## config.mk

```make
export PLATFORM = sky130hd
export DESIGN_NAME = sr_latch
export DESIGN_NICKNAME = d
export VERILOG_FILES = /design/src/rtl/sr_latch_pkg.sv /design/src/rtl/bit_synchronizer.sv /design/src/rtl/sr_latch.sv
export SDC_FILE = /design/constraint.sdc
export NUM_CORES = 1
export LEC_CHECK = 0
export ABC_AREA = 0
export CAP_MARGIN = 25
export CELL_PAD_IN_SITES_DETAIL_PLACEMENT = 0
export CELL_PAD_IN_SITES_GLOBAL_PLACEMENT = 2
export CORE_AREA = 5 5 42 44
export CTS_CLUSTER_SIZE = 16
export DETAILED_ROUTE_END_ITERATION = 10
export DIE_AREA = 0 0 47 49
export PLACE_DENSITY = 0.72
export SLEW_MARGIN = 10
export SYNTH_ARGS = -nofsm -noshare
export SYNTH_HDL_FRONTEND = slang
export SYNTH_SLANG_ARGS = --single-unit
```

## constraint.sdc

```tcl
create_clock -name clk -period 2.83 [get_ports clk]
set_clock_uncertainty 0.2 [all_clocks]
set_input_delay 0.849 -clock clk [delete_from_list [all_inputs] [get_ports clk]]
set_output_delay 0.849 -clock clk [all_outputs]
set_load 0.02 [all_outputs]
```

## src/rtl/sr_latch_pkg.sv

```systemverilog
// rtl/sr_latch_pkg.sv - shared constants, decode enum and helper for sr_latch
package sr_latch_pkg;

  // Reset values: stored state clears, synchronizers idle high (inputs are active-low)
  localparam logic Q_RST     = 1'b0;
  localparam logic SYNC_IDLE = 1'b1;

  // Decoded condition of the synchronized active-low S/R pair
  typedef enum logic [1:0] {
    HOLD   = 2'd0,
    SET    = 2'd1,
    RESET  = 2'd2,
    FORBID = 2'd3
  } cond_e;

  // Map the active-low (s, r) pair onto a decoded condition
  function automatic cond_e decode_cond(input logic s, input logic r);
    cond_e c;
    case ({s, r})
      2'b11:   c = HOLD;
      2'b01:   c = SET;
      2'b10:   c = RESET;
      default: c = FORBID;
    endcase
    return c;
  endfunction

endpackage

```

## src/rtl/bit_synchronizer.sv

```systemverilog
// rtl/bit_synchronizer.sv - parameterized single-bit flop-chain synchronizer
module bit_synchronizer #(
  parameter int   DEPTH   = 2,
  parameter logic RST_VAL = 1'b1
) (
  input  logic clk,
  input  logic rst_n,
  input  logic d,
  output logic q
);

  generate
    if (DEPTH == 0) begin : g_bypass
      // Zero depth: input is sampled directly by the consumer
      assign q = d;
    end else begin : g_chain
      logic [DEPTH-1:0] chain;

      // Shift the input through DEPTH flops; reset loads the idle level
      always_ff @(posedge clk) begin
        if (!rst_n) begin
          chain <= {DEPTH{RST_VAL}};
        end else begin
          chain[0] <= d;
          for (int i = 1; i < DEPTH; i++) begin
            chain[i] <= chain[i-1];
          end
        end
      end

      assign q = chain[DEPTH-1];
    end
  endgenerate

endmodule

```

## src/rtl/sr_latch.sv

```systemverilog
// rtl/sr_latch.sv - clocked model of an active-low NAND-style SR latch
module sr_latch
  import sr_latch_pkg::*;
#(
  parameter int SYNC_STAGES = 2,
  parameter int RACE_KEEP   = 1
) (
  input  logic clk,
  input  logic rst_n,
  input  logic S,
  input  logic R,
  output logic Q,
  output logic Qn,
  output logic invalid,
  output logic race
);

  logic  s_sy;
  logic  r_sy;
  cond_e cond;

  logic  stored;
  logic  stored_nxt;
  logic  q_nxt;
  logic  qn_nxt;
  logic  invalid_nxt;
  logic  race_nxt;

  bit_synchronizer #(
    .DEPTH   (SYNC_STAGES),
    .RST_VAL (SYNC_IDLE)
  ) u_sync_s (
    .clk   (clk),
    .rst_n (rst_n),
    .d     (S),
    .q     (s_sy)
  );

  bit_synchronizer #(
    .DEPTH   (SYNC_STAGES),
    .RST_VAL (SYNC_IDLE)
  ) u_sync_r (
    .clk   (clk),
    .rst_n (rst_n),
    .d     (R),
    .q     (r_sy)
  );

  assign cond = decode_cond(s_sy, r_sy);

  // Next stored state and outputs; the registered invalid flag doubles as
  // "previous synchronized cycle was forbidden" for race detection
  always_comb begin
    stored_nxt  = stored;
    q_nxt       = stored;
    qn_nxt      = ~stored;
    invalid_nxt = 1'b0;
    race_nxt    = 1'b0;
    case (cond)
      SET: begin
        stored_nxt = 1'b1;
        q_nxt      = 1'b1;
        qn_nxt     = 1'b0;
      end
      RESET: begin
        stored_nxt = 1'b0;
        q_nxt      = 1'b0;
        qn_nxt     = 1'b1;
      end
      FORBID: begin
        q_nxt       = 1'b1;
        qn_nxt      = 1'b1;
        invalid_nxt = 1'b1;
      end
      default: begin
        if (invalid) begin
          race_nxt = 1'b1;
          if (RACE_KEEP == 0) begin
            stored_nxt = Q_RST;
          end
        end
        q_nxt  = stored_nxt;
        qn_nxt = ~stored_nxt;
      end
    endcase
  end

  // Stored state and outputs all update on the same edge; reset wins
  always_ff @(posedge clk) begin
    if (!rst_n) begin
      stored  <= Q_RST;
      Q       <= Q_RST;
      Qn      <= ~Q_RST;
      invalid <= 1'b0;
      race    <= 1'b0;
    end else begin
      stored  <= stored_nxt;
      Q       <= q_nxt;
      Qn      <= qn_nxt;
      invalid <= invalid_nxt;
      race    <= race_nxt;
    end
  end

endmodule

```

======== Word level (Yosys, flattened, before mapping) ========
Index checks and enable logic that the tools add are counted.
cells by class
  equality and inequality tests ........... 6
  mux-type cells .......................... 6
  bitwise logic cells ..................... 2
  reduce and logical (&&, ||, !) cells .... 4
operators by type and width
  operator            number
  $eq 2x2->1 const B  4
  $pmux 1 s2          3
  $pmux 2 s3          1
  $eq 2x1->1 const B  2
  $reduce_or 2->1     2
  $reduce_or 4->1     1
  $mux 1              2
  $not 1->1           2
  $reduce_bool 2->1   1
word-level totals
  bits in registers ....................... 9
  input bits .............................. 4
  output and inout bits ................... 4
  word-level logic and storage cells ...... 25

======== Longest topological paths before layout ========
Gate-level depths: netlist of run 1.
  word-level depth ........................ 5
  depth in mapped cells ................... 4

======== Modules after synthesis ========
From an unflattened synthesis of run 1, not the netlist that was laid out.
unflattened totals
  cells, all modules ...................... 28
  area, all modules ....................... 324.1 µm²
modules (own cells, without submodules)
  module            instances  cells each  area each (µm²)  sequential area each (µm²)
  sr_latch          1          20          219.0            100.1
  bit_synchronizer  2          4           52.6             40.0

======== Least setup slack after synthesis of run 1 ========
No wires, ideal clock.
  path type ............................... input to register
  start ................................... input rst_n
  end ..................................... register Qn
  setup time .............................. 0.127 ns
  arrival ................................. 1.163 ns
  setup slack ............................. 1.340 ns
  stages on the path ...................... 3
  path buffers ............................ 1
  cells stage by stage .................... buf_6 > nor4b_4 > a31oi_1
RTL lines
  what                    RTL line        text
  start: declaration      sr_latch.sv:9   input logic rst_n,
  end signal: assignment  sr_latch.sv:93  Qn <= ~Q_RST;
  end signal: assignment  sr_latch.sv:99  Qn <= qn_nxt;
  end: declaration        sr_latch.sv:13  output logic Qn,

======== Worst setup path after layout of run 1 ========
  start ................................... register invalid
  end ..................................... output invalid
RTL lines
  what                      RTL line         text
  start: declaration        sr_latch.sv:14   output logic invalid,
  start signal: assignment  sr_latch.sv:100  invalid <= invalid_nxt;
No word-level cell between the ends.

==> flow_metrics.env, run 1 <==
export IMPL_gp_congestion=0.664
export IMPL_grt_max_degree=11
export IMPL_dieHeight_um=49
export IMPL_synth_compound_area_frac=0.0753
export IMPL_crit_buf_inv=1
export IMPL_clkLatencyLatePin_ns=0.25
export IMPL_fillCellCount=146
export IMPL_yosysSeqAreaShare=0.516
export IMPL_routed_wl_um=522
export IMPL_die_w_um=47
export IMPL_cts_resized=0
export IMPL_syn_to_final_growth_pct=30.1
export IMPL_synthAdderAreaFrac=0.143
export IMPL_crit_path_top_delay_cell="clkdlybuf4s50_1"
export IMPL_status="complete, no violations"
export IMPL_worst_pin_slew_ns=0.319
export IMPL_holdCritPathClass="reg2reg"
export IMPL_min_period_ns=2.22
export IMPL_via_count=236
export IMPL_p_leak_nw=0.205
export IMPL_relSlewSlack=0.786
export IMPL_synth_edff_count=0
export IMPL_vdd_drop_max_uv=298
export IMPL_die_area_um2=2300
export IMPL_yosysTopAreaCellShare=0.516
export IMPL_synthMuxAreaShare=0
export IMPL_cts_tree="built"
export IMPL_fmax_ghz=0.450
export IMPL_cellPowerDensity_nw_per_um2=566
export IMPL_yosys_area_share_simple=0.211
export IMPL_setup_viol=0
export IMPL_ctsRootBufferMaster="clkbuf_4"
export IMPL_track_usage=0.0551
export IMPL_startpoint_type="flip-flop"
export IMPL_numCtsBuffers=3
export IMPL_post_cts_buffers=0
export IMPL_rsz0062_at_grt="no"
export IMPL_synth_most_common_cell="dfxtp_1"
export IMPL_postRouteAntennaNets=0
export IMPL_synth_top_family_by_area="simple AND/OR/NAND/NOR gates"
export IMPL_yosysWarnings=0
export IMPL_ys_top_cells_by_area="dfxtp_1, ha_1, nand2b_1"
export IMPL_cp_top_family="buffers and inverters"
export IMPL_synth_area_leader_cell="dfxtp_1"
export IMPL_crit_arrival_ns=1.17
export IMPL_io_pins=8
export IMPL_cap_violations=0
export IMPL_antenna_found_initial=0
export IMPL_cp_end_kind="output port"
export IMPL_drtIter0Drc=1
export IMPL_drv_slew=0
export IMPL_grt_pass1_vias=234
export IMPL_ys_seq_elements=9
export IMPL_tns_ns=0
export IMPL_path_cells="clkdlybuf4s50_1"
export IMPL_ys_flop_type="dfxtp_1"
export IMPL_wire_per_inst_um=9.49
export IMPL_first_pass_iters=3
export IMPL_worstPathMaxFanout=2
export IMPL_core_rowCount=14
export IMPL_layout_setup_ws_ns=0.607
export IMPL_async_flop_share=0
export IMPL_cts_buffer_depth=2
export IMPL_avgSynthCellArea_um2=12.0
export IMPL_h_tree_depth=1
export IMPL_grt_first_pass_wirelength_um=883
export IMPL_pre_cts_ws_ns=0.686
export IMPL_synth_xor_area_share=0
export IMPL_n_antenna_cell=0
export IMPL_path_clk_slew_ns=0.06
export IMPL_worst_setup_path_type="reg2out"
export IMPL_synth_nets=37
export IMPL_coreArea_um2=1400
export IMPL_netlist_area_um2=349
export IMPL_grt_overflow_total=0
export IMPL_post_route_period_util=0.785
export IMPL_synthCells=29
export IMPL_final_nets=48
export IMPL_hold_buffers=0
export IMPL_port_buffers=7
export IMPL_cts_sinks=9
export IMPL_hold_viol=0
export IMPL_critPathRequiredTime_ns=1.78
export IMPL_slowest_delay_ns=0.60
export IMPL_via_per_inst=4.29
export IMPL_synth_distinct_cells=12
export IMPL_drive_above_1_share=0.103
export IMPL_start_util=0.249
export IMPL_synth_common_cells="dfxtp_1, nand2b_1, ha_1, inv_1, nand2_1"
export IMPL_route_detailed_drc=0
worst register-to-register path, stage by stage (launching register included):
cell and delay (ns):
dfxtp_1 0.36, inv_1 0.07, ha_1 0.26, o311a_1 0.30
through the flow:
step / hold slack (ns) / utilization / total power, W / std cells / area [um2]
2_1_floorplan: 0.186 / - / 0.000156 / 29 / 349
3_3_place_gp: 0.211 / 0.305 / 0.000166 / 51 / 428
3_5_place_dp: 0.206 / 0.305 / 0.000166 / 51 / 428
4_1_cts: 0.222 / 0.324 / 0.000262 / 55 / 454
5_1_grt: 0.242 / 0.324 / 0.000270 / 55 / 454
6_report: 0.214 / 0.324 / 0.000257 / 55 / 454
area by class of cell:
cell class                      count  area [um2]  area share
Sequential cell                     9         180       0.397
Inverter                            2        7.51      0.0165
Timing Repair Buffer                7        70.1       0.154
Tap cell                           16        20.0      0.0441
Multi-Input combinational cell     17         150       0.331
Clock buffer                        4        26.3      0.0579
state kept, by name, indices dropped and copies added, names as in the netlist:
| register | cells |
|---|---|
| u_sync_r.g_chain.chain | 2 |
| u_sync_s.g_chain.chain | 2 |
| Q | 1 |
| Qn | 1 |
| invalid | 1 |
| race | 1 |
| stored | 1 |
power by group:
| group | internal [W] | total [W] | switching, W |
|---|---|---|---|
| registers | 0.000133 | 0.000136 | 0.00000266 |
| clock network | 0.0000540 | 0.0000938 | 0.0000398 |
| logic | 0.0000153 | 0.0000273 | 0.0000120 |
| total | 0.000203 | 0.000257 | 0.0000545 |
metal layers:
metal	track usage	vias up	part of all wire
li1	-	116	-
met5	0	-	0
met2	0.0882	10	0.50
met4	0	0	0
met1	0.0532	110	0.38
met3	0.0554	0	0.12
cells in the final DEF (no fill, tap or decap):
cell             count
clkdlybuf4s50_1      7
and2_1               1
nor3_1               1
nand2b_1             5
clkbuf_1             1
o211a_1              1
nand2_1              2
ha_1                 4
nor4b_4              1
clkbuf_4             3
a31oi_1              1
dfxtp_1              9
inv_1                2
o311a_1              1
kinds of logic (layout without fill, tap and decap cells):
logic type,Yosys count,in the layout
buffers and inverters,3,13
and+or+nand+nor,10,10
DFF,9,9
AOI/OAI and AO/OA,3,3
adders and majority gates,4,4
path summary, 6_finish.rpt:
kind	startpoint	depth (start not counted)	end	slack, ns
worst max-delay path	invalid	1	invalid	0.61
worst min-delay path	u_sync_r.g_chain.chain[0]	1	u_sync_r.g_chain.chain[1]	0.21
worst max register to register	u_sync_s.g_chain.chain[1]	3	Q	1.54
worst min register to register	u_sync_r.g_chain.chain[0]	1	u_sync_r.g_chain.chain[1]	0.21
Power figures use the tool's default switching activity.
==> inputs of run 2 (changes only) <==
==> constraint.sdc (replaced) <==
create_clock -name clk -period 2.3 [get_ports clk]
set_clock_uncertainty 0.2 [all_clocks]
set_input_delay 0.69 -clock clk [delete_from_list [all_inputs] [get_ports clk]]
set_output_delay 0.69 -clock clk [all_outputs]
set_load 0.02 [all_outputs]
==> flow_metrics.env, run 2 (synthesis gave the netlist of run 1 again) <==
export IMPL_drv_slew=0
export IMPL_gp_congestion=0.690
export IMPL_place_area_um2=435
export IMPL_port_buffers=7
export IMPL_startpoint_type="flip-flop"
export IMPL_intPower_w=0.000250
export IMPL_grt_pass1_vias=214
export IMPL_switchingPower_w=0.0000665
export IMPL_fmax_ghz=0.480
export IMPL_largestRegisters="u_sync_r.g_chain.chain (2), u_sync_s.g_chain.chain (2)"
export IMPL_post_dp_hpwl_um=400
export IMPL_min_delay_start="u_sync_s.g_chain.chain[0]"
export IMPL_grt_first_pass_wirelength_um=828
export IMPL_r2r_start="u_sync_s.g_chain.chain[1]"
export IMPL_clkLatencyLatePin_ns=0.25
export IMPL_worstPathMaxFanout=2
export IMPL_setup_viol=0
export IMPL_track_usage=0.0558
export IMPL_hold_viol=0
export IMPL_numCtsBuffers=3
export IMPL_cellPowerDensity_nw_per_um2=686
export IMPL_drtIter0Drc=4
export IMPL_reg2reg_depth=3
export IMPL_grt_overflow_total=0
export IMPL_whs_endpoint="u_sync_s.g_chain.chain[1]"
export IMPL_wire_per_inst_um=8.61
export IMPL_cp_end_kind="output port"
export IMPL_route_detailed_drc=0
export IMPL_dieHeight_um=49
export IMPL_clkPwrFrac=0.364
export IMPL_critPathRequiredTime_ns=1.41
export IMPL_seq_power_share=0.527
export IMPL_die_area_um2=2300
export IMPL_post_route_period_util=0.905
export IMPL_path_clk_slew_ns=0.05
export IMPL_tns_ns=0
export IMPL_crit_buf_inv=1
export IMPL_layout_commonest_cell="dfxtp_1"
export IMPL_crit_arrival_ns=1.19
export IMPL_rr_endpoint="Q"
export IMPL_crit_path_top_delay_cell="clkdlybuf4s50_1"
export IMPL_min_path_cells=1
export IMPL_seqCellArea_um2=180
export IMPL_p_leak_nw=0.210
export IMPL_ff2ff_setup_slack_ns=1.01
export IMPL_cts_tree="built"
export IMPL_cts_sinks=9
export IMPL_n_antenna_cell=0
export IMPL_comb_power_share=0.109
export IMPL_rsz0062_at_grt="no"
export IMPL_min_period_ns=2.08
export IMPL_switching_share=0.210
export IMPL_hold_buffers=0
export IMPL_h_tree_depth=1
export IMPL_die_w_um=47
export IMPL_post_cts_buffers=0
export IMPL_vdd_drop_max_uv=322
export IMPL_worst_setup_path_type="reg2out"
export IMPL_grt_max_degree=7
export IMPL_via_per_inst=4.13
export IMPL_status="complete, no violations"
export IMPL_mostFrequentLayoutCells="dfxtp_1, clkdlybuf4s50_1, nand2b_1"
export IMPL_drive_above_1_share=0.125
export IMPL_relSlewSlack=0.855
export IMPL_syn_to_final_growth_pct=32.3
export IMPL_routed_wl_um=482
export IMPL_utilization=0.329
export IMPL_cts_resized=0
export IMPL_fillCellCount=147
export IMPL_io_pins=8
export IMPL_final_nets=49
export IMPL_ctsRootBufferMaster="clkbuf_4"
export IMPL_start_util=0.249
export IMPL_multi_input_area_um2=150
export IMPL_path_cells="clkdlybuf4s50_1"
export IMPL_cts_buffer_depth=2
export IMPL_slowest_delay_ns=0.60
export IMPL_antenna_found_initial=0
export IMPL_coreArea_um2=1400
export IMPL_via_count=231
export IMPL_holdCritPathClass="reg2reg"
export IMPL_stdcell_area_um2=462
export IMPL_first_pass_iters=2
export IMPL_worst_pin_slew_ns=0.217
export IMPL_postRouteAntennaNets=0
export IMPL_cp_top_family="buffers and inverters"
export IMPL_cap_violations=0
export IMPL_finalPower_w=0.000317
export IMPL_core_rowCount=14
[run 2: routing by layer]
metal / track usage / wire length (um)
met2: 0.0701 / 221
met1: 0.0533 / 193
met5: 0 / 0
met3: 0.0664 / 66
met4: 0.0276 / 0
[run 2: how the worst max path moves through the flow]
| stage | from | slack, ns | to | depth (start not counted) |
|---|---|---|---|---|
| 2_1_floorplan | rst_n | 0.97 | Qn | 3 |
| 6_report | invalid | 0.22 | invalid | 1 |
| 5_1_grt | invalid | 0.16 | invalid | 1 |
| 3_3_place_gp | rst_n | 0.46 | Qn | 3 |
| 4_1_cts | invalid | 0.20 | invalid | 1 |
| 3_5_place_dp | rst_n | 0.42 | Qn | 3 |
[run 2: cell type report]
cell class | instances | share of cell area
well taps | 16 | 0.0434
multi-input cells | 17 | 0.325
repair buffers | 8 | 0.168
clock buffers | 4 | 0.0569
inverters | 2 | 0.0163
flip-flops and latches | 9 | 0.390
[run 2: power by group through the flow]
stage | clock [W] | sequential [W] | combinational [W]
2_1_floorplan | 0 | 0.000174 | 0.0000182
4_1_cts | 0.000122 | 0.000167 | 0.0000352
6_report | 0.000115 | 0.000167 | 0.0000346
3_5_place_dp | 0 | 0.000170 | 0.0000351
3_3_place_gp | 0 | 0.000170 | 0.0000351
5_1_grt | 0.000131 | 0.000168 | 0.0000374
[run 2: stage by stage]
step | hold slack (ns) | cells | worst slack, ns
floorplan | 0.186 | 29 | 0.969
global placement | 0.209 | 52 | 0.457
detailed placement | 0.197 | 52 | 0.418
CTS | 0.215 | 56 | 0.199
global route | 0.233 | 56 | 0.163
finish | 0.209 | 56 | 0.219
==> inputs of run 3 (changes only) <==
--- a/config.mk
+++ b/config.mk
@@ -13,6 +13,7 @@
 export CTS_CLUSTER_SIZE = 16
 export DETAILED_ROUTE_END_ITERATION = 10
 export DIE_AREA = 0 0 47 49
+export HOLD_SLACK_MARGIN = 0.03
 export PLACE_DENSITY = 0.72
 export SLEW_MARGIN = 10
 export SYNTH_ARGS = -nofsm -noshare
==> results of run 3 <==
No change in the layout: final DEF, timing and power equal those of run 2.
